**src/rtl/uart_arb_pkg.sv**
```systemverilog
// Shared types and constants for the UART transmit arbiter.
// State encoding is fixed at 3 bits so it stays stable across builds.
package uart_arb_pkg;

    typedef enum logic [2:0] {
        S_IDLE  = 3'd0,
        S_SPEED = 3'd1,
        S_LOCK  = 3'd2,
        S_HOLD  = 3'd3,
        S_GAP   = 3'd4
    } arb_state_t;

    localparam logic SPEED_SLOW = 1'b0;
    localparam logic SPEED_FAST = 1'b1;

endpackage

```
**src/rtl/rr_arbiter.sv**
```systemverilog
// Combinational round-robin pick: first set request strictly after ptr, wrapping.
// Returns the pick as one-hot, as an encoded index, and an any-request flag.
module rr_arbiter #(
    parameter int NUM_REQ = 3,
    parameter int IDX_W   = $clog2(NUM_REQ)
) (
    input  logic [NUM_REQ-1:0] req,
    input  logic [IDX_W-1:0]   ptr,
    output logic [NUM_REQ-1:0] grant,
    output logic [IDX_W-1:0]   idx,
    output logic               any
);

    int pos;

    always_comb begin
        grant = '0;
        idx   = '0;
        any   = 1'b0;
        pos   = 0;
        // Offsets 1..NUM_REQ so the previous owner is considered last.
        for (int k = 1; k <= NUM_REQ; k++) begin
            pos = (int'(ptr) + k) % NUM_REQ;
            if (!any && req[pos]) begin
                any        = 1'b1;
                idx        = IDX_W'(pos);
                grant[pos] = 1'b1;
            end
        end
    end

endmodule

```
**src/rtl/uart_tx_arbiter.sv**
```systemverilog
// Shares one UART transmitter between NUM_REQ packet requesters, one packet per grant,
// round-robin order, baud change only between packets, and an idle guard gap after each packet.
module uart_tx_arbiter
    import uart_arb_pkg::*;
#(
    parameter int NUM_REQ  = 3,
    parameter int IDLE_GAP = 16,
    parameter int TIMEOUT  = 4096
) (
    input  logic                   clk,
    input  logic                   rst,
    input  logic [NUM_REQ-1:0]     req_valid,
    input  logic [8*NUM_REQ-1:0]   req_data,
    input  logic [NUM_REQ-1:0]     req_last,
    input  logic [NUM_REQ-1:0]     req_speed,
    output logic [NUM_REQ-1:0]     req_ready,
    output logic [NUM_REQ-1:0]     grant,
    output logic [7:0]             tx_data,
    output logic                   tx_send,
    input  logic                   tx_busy,
    output logic                   tx_req_speed,
    input  logic                   tx_cur_speed,
    output logic                   timeout_err
);

    localparam int IDX_W = $clog2(NUM_REQ);
    localparam int TO_W  = $clog2(TIMEOUT);
    localparam int GAP_W = $clog2(IDLE_GAP + 1);
    localparam logic [TO_W-1:0]  TO_LAST  = TO_W'(TIMEOUT - 1);
    localparam logic [GAP_W-1:0] GAP_LAST = GAP_W'(IDLE_GAP - 1);

    arb_state_t           state;
    logic [IDX_W-1:0]     owner;
    logic                 last_flag;
    logic [TO_W-1:0]      to_cnt;
    logic [GAP_W-1:0]     gap_cnt;

    logic [NUM_REQ-1:0]   pick_grant;
    logic [IDX_W-1:0]     pick_idx;
    logic                 pick_any;
    logic                 line_ready;
    logic                 transfer;

    rr_arbiter #(
        .NUM_REQ (NUM_REQ),
        .IDX_W   (IDX_W)
    ) u_rr (
        .req   (req_valid),
        .ptr   (owner),
        .grant (pick_grant),
        .idx   (pick_idx),
        .any   (pick_any)
    );

    // UART idle and running at the baud this packet asked for.
    assign line_ready = !tx_busy && (tx_cur_speed == tx_req_speed);

    for (genvar gi = 0; gi < NUM_REQ; gi++) begin : g_ready
        assign req_ready[gi] = (state == S_LOCK) && grant[gi] && line_ready;
    end

    assign transfer = req_valid[owner] && req_ready[owner];

    // The round-robin pointer doubles as the index of the current owner.
    always_ff @(posedge clk or posedge rst) begin
        if (rst) begin
            state        <= S_IDLE;
            grant        <= '0;
            tx_send      <= 1'b0;
            tx_data      <= '0;
            tx_req_speed <= SPEED_SLOW;
            timeout_err  <= 1'b0;
            owner        <= IDX_W'(NUM_REQ - 1);
            last_flag    <= 1'b0;
            to_cnt       <= '0;
            gap_cnt      <= '0;
        end else begin
            tx_send     <= 1'b0;
            timeout_err <= 1'b0;
            case (state)
                S_IDLE: begin
                    if (pick_any) begin
                        grant        <= pick_grant;
                        tx_req_speed <= req_speed[pick_idx];
                        owner        <= pick_idx;
                        to_cnt       <= '0;
                        state        <= S_SPEED;
                    end
                end
                S_SPEED: begin
                    if (line_ready) state <= S_LOCK;
                end
                S_LOCK: begin
                    if (transfer) begin
                        tx_data   <= req_data[{owner, 3'b000} +: 8];
                        tx_send   <= 1'b1;
                        last_flag <= req_last[owner];
                        to_cnt    <= '0;
                        state     <= S_HOLD;
                    end else if (!req_valid[owner]) begin
                        if (to_cnt == TO_LAST) begin
                            timeout_err <= 1'b1;
                            gap_cnt     <= '0;
                            state       <= S_GAP;
                        end else begin
                            to_cnt <= to_cnt + 1'b1;
                        end
                    end
                end
                S_HOLD: begin
                    // The UART may not have raised busy yet, so it is not consulted here.
                    gap_cnt <= '0;
                    state   <= last_flag ? S_GAP : S_LOCK;
                end
                S_GAP: begin
                    if (tx_busy) begin
                        gap_cnt <= '0;
                    end else if (gap_cnt == GAP_LAST) begin
                        grant <= '0;
                        state <= S_IDLE;
                    end else begin
                        gap_cnt <= gap_cnt + 1'b1;
                    end
                end
                default: state <= S_IDLE;
            endcase
        end
    end

endmodule

```
**config.mk**
```make
export PLATFORM = sky130hd
export DESIGN_NAME = uart_tx_arbiter
export DESIGN_NICKNAME = d
export VERILOG_FILES = /design/src/rtl/uart_arb_pkg.sv /design/src/rtl/rr_arbiter.sv /design/src/rtl/uart_tx_arbiter.sv
export SDC_FILE = /design/constraint.sdc
export NUM_CORES = 1
export LEC_CHECK = 0
export ABC_CLOCK_PERIOD_IN_PS = 4140
export BUFFER_PORTS_ARGS = -buffer_cell sky130_fd_sc_hd__buf_4
export CAP_MARGIN = 20
export CORE_MARGIN = 2
export CORE_UTILIZATION = 59
export CTS_CLUSTER_SIZE = 25
export DETAILED_ROUTE_END_ITERATION = 10
export GPL_TIMING_DRIVEN = 0
export PLACE_DENSITY_LB_ADDON = 0.05
export SLEW_MARGIN = 20
export SYNTH_ARGS = -nofsm -noshare
export SYNTH_HDL_FRONTEND = slang
export SYNTH_SLANG_ARGS = --single-unit
```
**constraint.sdc**
```tcl
create_clock -name clk -period 4.14 [get_ports clk]
set_input_delay 0.828 -clock clk [delete_from_list [all_inputs] [get_ports clk]]
set_output_delay 0.828 -clock clk [all_outputs]
set_load 0.05 [all_outputs]
```
# [Word level (Yosys, flattened, before mapping)]
# Cells that the tools add are included.
[totals] in_bits=37 reg_bits=37 output_inout_bits=17 elab_cells=133
[op_classes] bitwise=2 shifts=1 n_mux=60 n_div=3 addsub=5 eq_ne=18 reduce_logical=26 order_cmp=8
[op_table] cell="$ge A32 B1 Y1 const B" n=3
[op_table] cell="$lt A32 B4 Y1 const B" n=3
[op_table] cell="$mod A32 B3 Y32 const B" n=3
[op_table] cell="$mux W12" n=4
[op_table] cell="$mux W3" n=12
[op_table] cell="$mux W5" n=5
[op_table] cell="$pmux W12 S2" n=1
[op_table] cell="$shiftx A24 B6 Y8" n=1
[op_table] cell="$mux W1" n=22
[op_table] cell="$pmux W3 S5" n=1
[op_table] cell="$pmux W5 S3" n=1
[op_table] cell="$bmux W1 S2" n=7
[op_table] cell="$logic_and A1 B1 Y1" n=13
[op_table] cell="$add A12 B1 Y12 const B" n=1
[op_table] cell="$eq A12 B12 Y1 const B" n=1
[op_table] cell="$ne A2 B2 Y1 const B" n=6
[op_table] cell="$ne A3 B3 Y1 const B" n=3
[op_table] cell="$reduce_and A4 Y1" n=2
[op_table] cell="$add A2 B2 Y3 const B" n=2
[op_table] cell="$demux W1 S2" n=3
[op_table] cell="$eq A3 B2 Y1 const B" n=2
[op_table] cell="$lt A2 B3 Y1 const B" n=2
[op_table] cell="$mux W2" n=3
[op_table] cell="$or A3 B3 Y3" n=2
[op_table] cell="16 further kinds" n=20

# [Depth between registers and ports, before layout]
# Gate-level depths: netlist of run 1.
[depth] word_depth=14 mapped_depth=11 ltp_nobuf=8

# [Hierarchy]
# A second synthesis of run 1 with hierarchy kept.
[hier_totals] hier_cells=275 area_unflattened_um2=2413.6
[by_module_without_submodules] mod="uart_tx_arbiter" area_per_inst_um2=2132.0 seq_area_each_um2=927.1 cells_each=235 instances=1
[by_module_without_submodules] mod="rr_arbiter" area_per_inst_um2=281.5 seq_area_each_um2=0.0 cells_each=40 instances=1

# [Least setup slack after synthesis of run 1]
# Ideal clock, no wire load.
[synth_path] path_type="register to register" from="register owner[1]" to="register owner[0]" path_stages_with_launch=9 n_path_buf=2 required_ps=4015 setup_ps=125 slack_ps=1455 synth_period_minus_slack_ps=2685 arrival_ps=2559 path_cell_list="dfstp_2 buf_2 buf_1 inv_1 ha_1 maj3_2 a221o_1 nor4_4 mux2_4"
[synth_between] elab_chain_len=13 elab_cells_between_ends=26 classes_between="3 x add/sub; 3 x div; 15 x mux; 5 x reduce/logical"
[synth_rtl] element="start, declared" line_no="uart_tx_arbiter.sv:33" text="logic [IDX_W-1:0] owner;"
[synth_rtl] element="start signal, assigned" line_no="uart_tx_arbiter.sv:73" text="owner <= IDX_W'(NUM_REQ - 1);"
[synth_rtl] element="start signal, assigned" line_no="uart_tx_arbiter.sv:85" text="owner <= pick_idx;"
[synth_rtl] element="$add A2 B1 Y3" line_no="rr_arbiter.sv:23" text="pos = (int'(ptr) + k) % NUM_REQ;"
[synth_rtl] element="$mod A32 B3 Y32" line_no="rr_arbiter.sv:23"
[synth_rtl] element="$bmux W1 S2" line_no="rr_arbiter.sv:24" text="if (!any && req[pos]) begin"
[synth_rtl] element="$mux W1 (implied by the code) (2 in series)" line_no="rr_arbiter.sv:24"
[synth_rtl] element="$mux W1" line_no="rr_arbiter.sv:24"
[synth_rtl] element="$logic_not A1 Y1" line_no="rr_arbiter.sv:24"
[synth_rtl] element="$logic_and A1 B1 Y1" line_no="rr_arbiter.sv:24"
[synth_rtl] element="$mux W1" line_no="rr_arbiter.sv:24"
[synth_rtl] element="$logic_not A1 Y1" line_no="rr_arbiter.sv:24"
[synth_rtl] element="$logic_and A1 B1 Y1" line_no="rr_arbiter.sv:24"
[synth_rtl] element="$mux W1" line_no="rr_arbiter.sv:24"
[synth_rtl] element="$reduce_and A2 Y1 (no source line)"
# Several ways; a longest one is shown, not always the timed one. The select of a mux whose other input is x is not followed.
# A chain may end at the register's enable or synchronous reset.

# [Worst setup path after layout of run 1]
# Ends and elaborated chain as after synthesis.

==> results of run 1 <==
-- state kept, by name (all words and copies together) (netlist names) --
| name | cells |
|---|---|
| timeout_err | 1 |
| tx_req_speed | 1 |
| to_cnt | 12 |
| last_flag | 1 |
| state | 3 |
| tx_data | 8 |
| gap_cnt | 5 |
| grant | 3 |
| tx_send | 1 |
| owner | 2 |
-- synthesized netlist by cell type (2+ instances only) --
library cell / instances
nor3_1: 2
inv_1: 13
nor2_1: 22
nand2b_1: 3
nand3_1: 8
buf_2: 11
o32ai_1: 2
ha_1: 7
nor2b_1: 8
or3_1: 2
a21oi_1: 19
o21ai_1: 16
clkbuf_1: 3
o41ai_1: 3
a32oi_1: 2
and2_1: 6
buf_6: 2
o211a_1: 2
o21ai_0: 11
a31oi_1: 14
dfrtp_1: 36
o31ai_1: 2
and4_1: 3
buf_1: 2
o21a_1: 2
nand2_1: 29
nand4b_1: 4
mux2i_1: 11
a21boi_1: 2
and3_1: 6
nand4_1: 4
a21o_1: 8
o2bb2ai_1: 2
a41oi_1: 3
o211ai_1: 2
-- cells by family after synthesis --
logic type	count (synthesis)
mux	13
fa+ha+maj	8
simple gates	104
flops	37
buf+inv	31
xor+xnor	1
compound gates	102
-- how the worst min path moves through the flow --
stage                     from         end  slack (ns)
finish              gap_cnt[3]  gap_cnt[3]        0.47
global route        gap_cnt[3]  gap_cnt[3]        0.50
CTS                 gap_cnt[3]  gap_cnt[3]        0.48
detailed placement  gap_cnt[3]  gap_cnt[3]        0.47
global placement    gap_cnt[3]  gap_cnt[3]        0.46
floorplan           gap_cnt[3]  gap_cnt[3]        0.44
-- cell type report --
class | instances | area (um2) | area share, %
multi-input cells | 228 | 1510 | 47.0
inverters | 13 | 48.8 | 1.52
flip-flops and latches | 37 | 927 | 28.9
clock inverters | 3 | 68.8 | 2.14
well taps | 52 | 65.1 | 2.03
plain buffers | 18 | 96.3 | 3.00
clock buffers | 5 | 68.8 | 2.14
repair buffers | 54 | 425 | 13.3
-- power breakdown --
group | total [W] | switching (W) | leakage [nW] | internal (W)
clock network | 0.000388 | 0.000145 | 0.0687 | 0.000243
logic | 0.00122 | 0.000762 | 0.942 | 0.000462
registers | 0.000535 | 0.0000758 | 0.489 | 0.000459
-- through the flow --
stage	instances	total power [W]	cell area, um2	setup WS [ns]	utilization (%)
after floorplan	296	0.00146	2580	1.46	-
after global placement	401	0.00173	3050	1.15	70.9
after detailed placement	402	0.00176	3070	1.13	71.6
after CTS	410	0.00215	3210	1.12	74.8
after global routing	410	0.00229	3210	0.979	74.8
final	410	0.00215	3210	1.10	74.8
-- critical path, stage by stage (launching register included) --
cell	delay, ns
dfstp_2	0.55
buf_2	0.21
buf_1	0.37
inv_1	0.12
ha_1	0.28
maj3_2	0.33
a221o_1	0.34
nor4_4	0.37
mux2_4	0.34
-- per-layer routing --
| layer | vias to the layer above | wire length, um | part of all wire [%] |
|---|---|---|---|
| li1 | 1217 | - | - |
| met1 | 1180 | 2640 | 44 |
| met2 | 74 | 2950 | 49 |
| met3 | 10 | 361 | 6.0 |
| met4 | 0 | 87 | 1.4 |
| met5 | - | 0 | 0 |
-- placed cells by master (no fill, tap or decap), types with 3 or more instances in the layout --
cell and n:
nand2_1 29, mux2i_1 11, and2_1 6, a21oi_1 19, o21ai_1 16, clkbuf_1 3, a31oi_1 14, inv_1 12
nor2_1 22, buf_2 11, o21ai_0 11, nand3_1 8, clkbuf_8 5, buf_4 53, a41oi_1 3, dfrtp_1 36
nor2b_1 8, o41ai_1 3, ha_1 7, and4_1 3, a21o_1 8, nand4_1 4, and3_1 6, nand4b_1 4
nand2b_1 3
==> results_dict.tcl, run 1 <==
set metrics [dict create \
    outcome "complete, no violations" \
    clk_pin_slew_ns 0.08 \
    io_pins 54 \
    yosysTopAreaCell "dfrtp_1" \
    cts_htree_levels 2 \
    tightest_slew_ns 0.503 \
    via_per_inst 6.05 \
    grt_busiest_layer "met2" \
    routed_wirelength_mm 6.03 \
    numClockSinks 37 \
    r2r-start "owner[1]" \
    worstSetupPathType "register to register" \
    crit_path_end_kind "register" \
    ys_seq_area_share_pct 35.9 \
    grt_util_met3_pct 4.76 \
    skew_ns 0.00610 \
    synthTopCellsByArea "dfrtp_1, mux2i_1, nand2_1, a21oi_1, a31oi_1" \
    synth_edf_count 0 \
    core_um2 4290 \
    initialDrtViolationCount 98 \
    area_growth_pct 24.3 \
    synth_mux_area_share_pct 5.38 \
    total_leakage_power_nw 1.50 \
    cap_violations 0 \
    clock_latency_ns 0.29 \
    max_slew_margin_pct 66.3 \
    ys_ff_latch 37 \
    synth_top_family_by_area "compound AO/OA/AOI/OAI gates" \
    rr_worst_depth 8 \
    drive_gt1_share_pct 24.9 \
    synth_ff_type "dfrtp_1" \
    tns_ns 0 \
    hold_violations 0 \
    die_h_um 70.2 \
    synth_cell_types 59 \
    wire_per_inst_um 14.7 \
    worst_ep_arrival_time_ns 3.22 \
    gp_congestion 0.891 \
    synthXorXnorAreaFrac_pct 0.339 \
    max-vdd-ir-drop_mv 0.417 \
    synth_fp_nets 340 \
    fmax_mhz 329 \
    startpoint "owner[1]" \
    diodes 0 \
    required_ns 4.33 \
    rrSetupSlack_ns 1.10 \
    period_needed_ns 3.04 \
    tritoncts.num_buffers 5 \
    cp-start-kind "register" \
    gr-usage-met1_pct 33.2 \
    syn_inst 296 \
    synthSimpleGateAreaFrac_pct 21.6 \
    synthArstFlopShare_pct 100 \
    initial_core_util_pct 60.1 \
    grt_overflow_total 0 \
    cts_tree "done" \
    grt_pass1_wl_mm 10.2 \
    avgSynthCellArea_um2 8.72 \
    dr.pass1.iters 4 \
    cts_buffer_depth 2 \
    fin_crit_sh_pct 73.3 \
    drc 0 \
    setup_violations 0 \
    port_buffers 53 \
    hold_buffers 0 \
    grt_pass1_vias 2279 \
    powerDensity_nw_per_um2 669 \
    hp-class "register to register" \
    place_hpwl_mm 4.54 \
    synth_fa_ha_area_share_pct 3.83 \
    netlist_area_um2 2580 \
    die-area_um2 4920 \
    ys.warnings.count 0 \
    r2r-end "owner[0]" \
    antenna_found_initial 0 \
    nNetsFinal 401 \
    synth_top_area_share_pct 34.9 \
    worstPathMaxFanout 10 \
    rsz0062_at_grt "no" \
    fillers 336 \
    maxSlewViolCount 0 \
    root_buffer "clkbuf_8" \
    rows 24 \
    timing.hold.ws_ns 0.474 \
    synth-compound-area-share_pct 27.4 \
    holdPathStages 1 \
    met2_usage_pct 42.5 \
    gr-usage-all-layers_pct 25.4 \
    cts_setup_buffers 0 \
    dieWidth_um 70.2 \
    cts_resized 0 \
    crit_end "owner[0]" \
    grt_max_degree 23 \
    ant_nets 0 \
    route.vias.total 2481 \
]
Note: power is estimated with default switching activity, not from simulation.
==> inputs of run 2 (changes only) <==
- ABC_CLOCK_PERIOD_IN_PS: 4140 -> 3000
- CORE_UTILIZATION: 59 -> 55
- clock period: 4.14 -> 3 ns (I/O delays scaled with it)
==> results_dict.tcl, run 2 (synthesis gave the netlist of run 1 again) <==
set metrics [dict create \
    outcome "complete, no violations" \
    r2r-end "owner[0]" \
    dieWidth_um 72.5 \
    cp-start-kind "register" \
    skew_ns 0.00632 \
    final_common_cell "buf_4" \
    io_pins 54 \
    root_buffer "clkbuf_8" \
    worstPathMaxFanout 10 \
    numClockSinks 37 \
    setup_violations 0 \
    fin_crit_sh_pct 95.6 \
    startpoint "owner[0]" \
    tightest_slew_ns 0.517 \
    post-place-cells 402 \
    diodes 0 \
    max-vdd-ir-drop_mv 0.514 \
    intPower_w 0.00155 \
    power_switching_w 0.00136 \
    nNetsFinal 401 \
    tritoncts.num_buffers 5 \
    max_slew_margin_pct 65.4 \
    place_hpwl_mm 4.67 \
    fmax_mhz 349 \
    cts_tree "done" \
    setup_slack_ns 0.132 \
    clk_pin_slew_ns 0.08 \
    cts_htree_levels 2 \
    initialDrtViolationCount 131 \
    r2r-start "owner[0]" \
    rrSetupSlack_ns 0.13 \
    grt_pass1_wl_mm 10.7 \
    initial_core_util_pct 58.1 \
    die_h_um 72.5 \
    crit_path_end_kind "register" \
    clock_power_share_pct 15.8 \
    tns_ns 0 \
    dr.pass1.iters 4 \
    total_leakage_power_nw 1.49 \
    hold_buffers 0 \
    via_per_inst 6.05 \
    rows 24 \
    final_cell_mix "buf_4, dfrtp_1, nand2_1" \
    rsz0062_at_grt "no" \
    drive_gt1_share_pct 25.1 \
    period_needed_ns 2.87 \
    top_regs "to_cnt: 12 flops, tx_data: 8 flops, gap_cnt: 5 flops" \
    top_register "to_cnt" \
    cap_violations 0 \
    required_ns 3.19 \
    final-instance-count-excl-fill 410 \
    timing.hold.ws_ns 0.254 \
    ant_nets 0 \
    fillers 370 \
    grt_max_degree 25 \
    gp_congestion 0.868 \
    pre_cts_slack_ns -0.0336 \
    port_buffers 53 \
    wire_per_inst_um 15.1 \
    gr-usage-all-layers_pct 25.2 \
    core_um2 4440 \
    worstSetupPathType "register to register" \
    seq_power_share_pct 25.4 \
    antenna_found_initial 0 \
    area_growth_pct 23.6 \
    maxSlewViolCount 0 \
    die-area_um2 5260 \
    hold_violations 0 \
    rr_worst_depth 9 \
    cts_buffer_depth 2 \
    drc 0 \
    grt_pass1_vias 2431 \
    route.vias.total 2480 \
    switching_share_pct 46.6 \
    largest_register_ffs 12 \
    grt_overflow_total 0 \
    clock_latency_ns 0.30 \
    powerDensity_nw_per_um2 910 \
    hp-class "primary input to async pin" \
    worst_ep_arrival_time_ns 3.05 \
    routed_wirelength_mm 6.20 \
    p_comb_share_pct 58.8 \
]
==> run 2: metal layers <==
metal	vias up	wire length, um	global-route usage, %
met1	1183	2770	33.1
li1	1221	-	-
met2	67	2980	40.4
met4	0	56	7.82
met3	9	388	7.36
met5	-	0	0
==> run 2: power groups by stage <==
stage	Sequential (W)	Clock, W	Combinational [W]
5_1_grt	0.000758	0.000486	0.00187
6_report	0.000739	0.000458	0.00171
2_1_floorplan	0.000966	0	0.00105
4_1_cts	0.000738	0.000466	0.00169
3_5_place_dp	0.000746	0	0.00168
3_3_place_gp	0.000743	0	0.00165
==> run 2: worst max-delay path by stage <==
stage                     to  cells past startpoint  slack (ns)
floorplan           owner[0]                      8        0.32
global placement    owner[0]                      8       -0.03
detailed placement  owner[0]                      8       -0.03
CTS                 owner[0]                      8        0.06
global route        owner[0]                      9        0.03
finish              owner[0]                      9        0.13
==> run 2: area by class of cell <==
type	instances	area, um2	share of cell area, %
plain buffers	17	95.1	2.98
clock buffers	6	82.6	2.59
clock inverters	2	37.5	1.18
inverters	13	48.8	1.53
multi-input cells	228	1510	47.3
flip-flops and latches	37	927	29.0
well taps	52	65.1	2.04
repair buffers	55	425	13.3
==> run 2: worst max-delay path, stage by stage (launching register included) <==
cell and delay [ns]:
dfrtp_1 0.37, buf_2 0.22, clkbuf_4 0.28, inv_1 0.09
ha_1 0.37, maj3_2 0.35, a221o_1 0.35, nor4_4 0.21
buf_4 0.20, mux2_4 0.30
==> run 2: stage by stage <==
stage                     instance area [um2]  total power, W  util [%]
after detailed placement                 3070         0.00243      69.0
after CTS                                3180         0.00289      71.6
after global routing                     3190         0.00311      71.8
after global placement                   3050         0.00240      68.5
final                                    3190         0.00291      71.8
after floorplan                          2580         0.00201         -
==> run 2: repair_timing <==
action,in CTS,in global routing
pin swaps,0,1
endpoints found under the hold margin,0,0
gates cloned,0,0
endpoints found under the setup margin,1,4
gates resized for setup,0,1
setup buffers,0,1
==> inputs of run 3 (changes only) <==
- CORE_ASPECT_RATIO: not set -> 1.75
==> results_dict.tcl, run 3 (synthesis gave the netlist of run 1 again) <==
set metrics [dict create \
    gr-usage-all-layers_pct 26.2 \
    multiInputGateArea_um2 1530 \
    required_ns 3.18 \
    total_leakage_power_nw 1.49 \
    antenna_found_initial 0 \
    rr_worst_depth 9 \
    path_cells "buf_2 -> buf_6 -> inv_1 -> ha_1 -> maj3_2 -> a221o_1 -> nor4_4 -> buf_4 -> mux2_4" \
    worstPathMaxFanout 10 \
    grt_overflow_total 0 \
    tritoncts.num_buffers 5 \
    cts_buffer_depth 2 \
    numClockSinks 37 \
    worstSetupPathType "register to register" \
    grt_max_degree 33 \
    largest_register_ffs 12 \
    setup_violations 0 \
    rrSetupSlack_ns 0.15 \
    fillers 409 \
    port_buffers 53 \
    io_pins 54 \
    fmax_mhz 351 \
    dr.pass1.iters 6 \
    root_buffer "clkbuf_8" \
    cp_top_family "adder cells" \
    powerDensity_nw_per_um2 894 \
    maxSlewViolCount 0 \
    ant_nets 0 \
    r2r-end "owner[0]" \
    top_regs "to_cnt: 12 flops, tx_data: 8 flops, gap_cnt: 5 flops" \
    period_needed_ns 2.85 \
    pre_cts_slack_ns -0.0853 \
    area_growth_pct 23.4 \
    clock_latency_ns 0.30 \
    tightest_slew_ns 0.531 \
    r2r-start "owner[0]" \
    max-vdd-ir-drop_mv 0.776 \
    drc 0 \
    via_per_inst 6.08 \
    cap_violations 0 \
    die-area_um2 5280 \
    final_common_cell "buf_4" \
    critical-path-max-stage-delay_ns 0.39 \
    timing.hold.ws_ns 0.179 \
    rows 33 \
    final_cell_mix "buf_4, dfrtp_1, nand2_1" \
    drive_gt1_share_pct 25.6 \
    hp-class "primary input to async pin" \
    tns_ns 0 \
    grt_pass1_wl_mm 10.8 \
    wire_per_inst_um 15.8 \
    route.vias.total 2499 \
    slowest_stage "ha_1" \
    setup_slack_ns 0.153 \
    fin_crit_sh_pct 94.9 \
    regArea_um2 927 \
    die_h_um 94.6 \
    skew_ns 0.00918 \
    crit_path_end_kind "register" \
    outcome "complete, no violations" \
    core_um2 4580 \
    diodes 0 \
    max_slew_margin_pct 64.5 \
    hold_violations 0 \
    rsz0062_at_grt "no" \
    cts_htree_levels 2 \
    clk_pin_slew_ns 0.08 \
    top_register "to_cnt" \
    dieWidth_um 55.8 \
    initialDrtViolationCount 62 \
    cp_num_buf_inv 4 \
    nNetsFinal 402 \
    gp_congestion 0.902 \
    worst_ep_arrival_time_ns 3.03 \
    grt_pass1_vias 2437 \
    cts_tree "done" \
    place_hpwl_mm 4.89 \
    hold_buffers 0 \
    cp-start-kind "register" \
    initial_core_util_pct 56.3 \
    routed_wirelength_mm 6.51 \
]
-- run 3: worst register-to-register path: stages (launching register included) --
cell	delay (ns)
dfrtp_1	0.37
buf_2	0.23
buf_6	0.20
inv_1	0.08
ha_1	0.39
maj3_2	0.38
a221o_1	0.36
nor4_4	0.26
buf_4	0.18
mux2_4	0.29
-- run 3: timing repair --
action	in CTS	in global routing
endpoints found under the setup margin	3	10
resized for setup	0	5
pin swaps	0	1
setup buffers	0	2
-- run 3: cell type report --
type,count,share of cell area (%)
Tap cell,52,2.04
Multi-Input combinational cell,228,48.0
Buffer,17,3.10
Clock buffer,5,2.16
Clock inverter,3,0.549
Timing Repair Buffer,56,13.6
Sequential cell,37,29.1
Inverter,13,1.53
-- run 3: per-stage QoR --
stage	power (W)	util [%]	cell area [um2]	instances
2_1_floorplan	0.00201	-	2580	296
3_3_place_gp	0.00241	66.4	3050	401
3_5_place_dp	0.00245	66.9	3070	402
6_report	0.00285	69.6	3190	411
5_1_grt	0.00307	69.6	3190	411
4_1_cts	0.00280	68.7	3150	409
-- run 3: how the worst max path moves through the flow --
stage / from / end / slack [ns] / cells after the start
3_5_place_dp: owner[1] / owner[0] / -0.09 / 8
6_report: owner[0] / owner[0] / 0.15 / 9
5_1_grt: owner[0] / owner[0] / 0.001 / 9
3_3_place_gp: owner[1] / owner[0] / -0.05 / 8
2_1_floorplan: owner[1] / owner[0] / 0.32 / 8
4_1_cts: owner[0] / owner[0] / 0.03 / 8
-- run 3: per-layer routing --
metal | global-route usage [%] | vias to the layer above | share of wire [%]
li1 | - | 1225 | -
met1 | 26.3 | 1170 | 38
met2 | 49.5 | 76 | 55
met3 | 3.97 | 28 | 2.9
met4 | 16.1 | 0 | 4.8
met5 | 0 | - | 0
-- run 3: power breakdown --
part           switching, W  internal, W
logic               0.00108     0.000676
clock network      0.000192     0.000160
registers          0.000105     0.000633
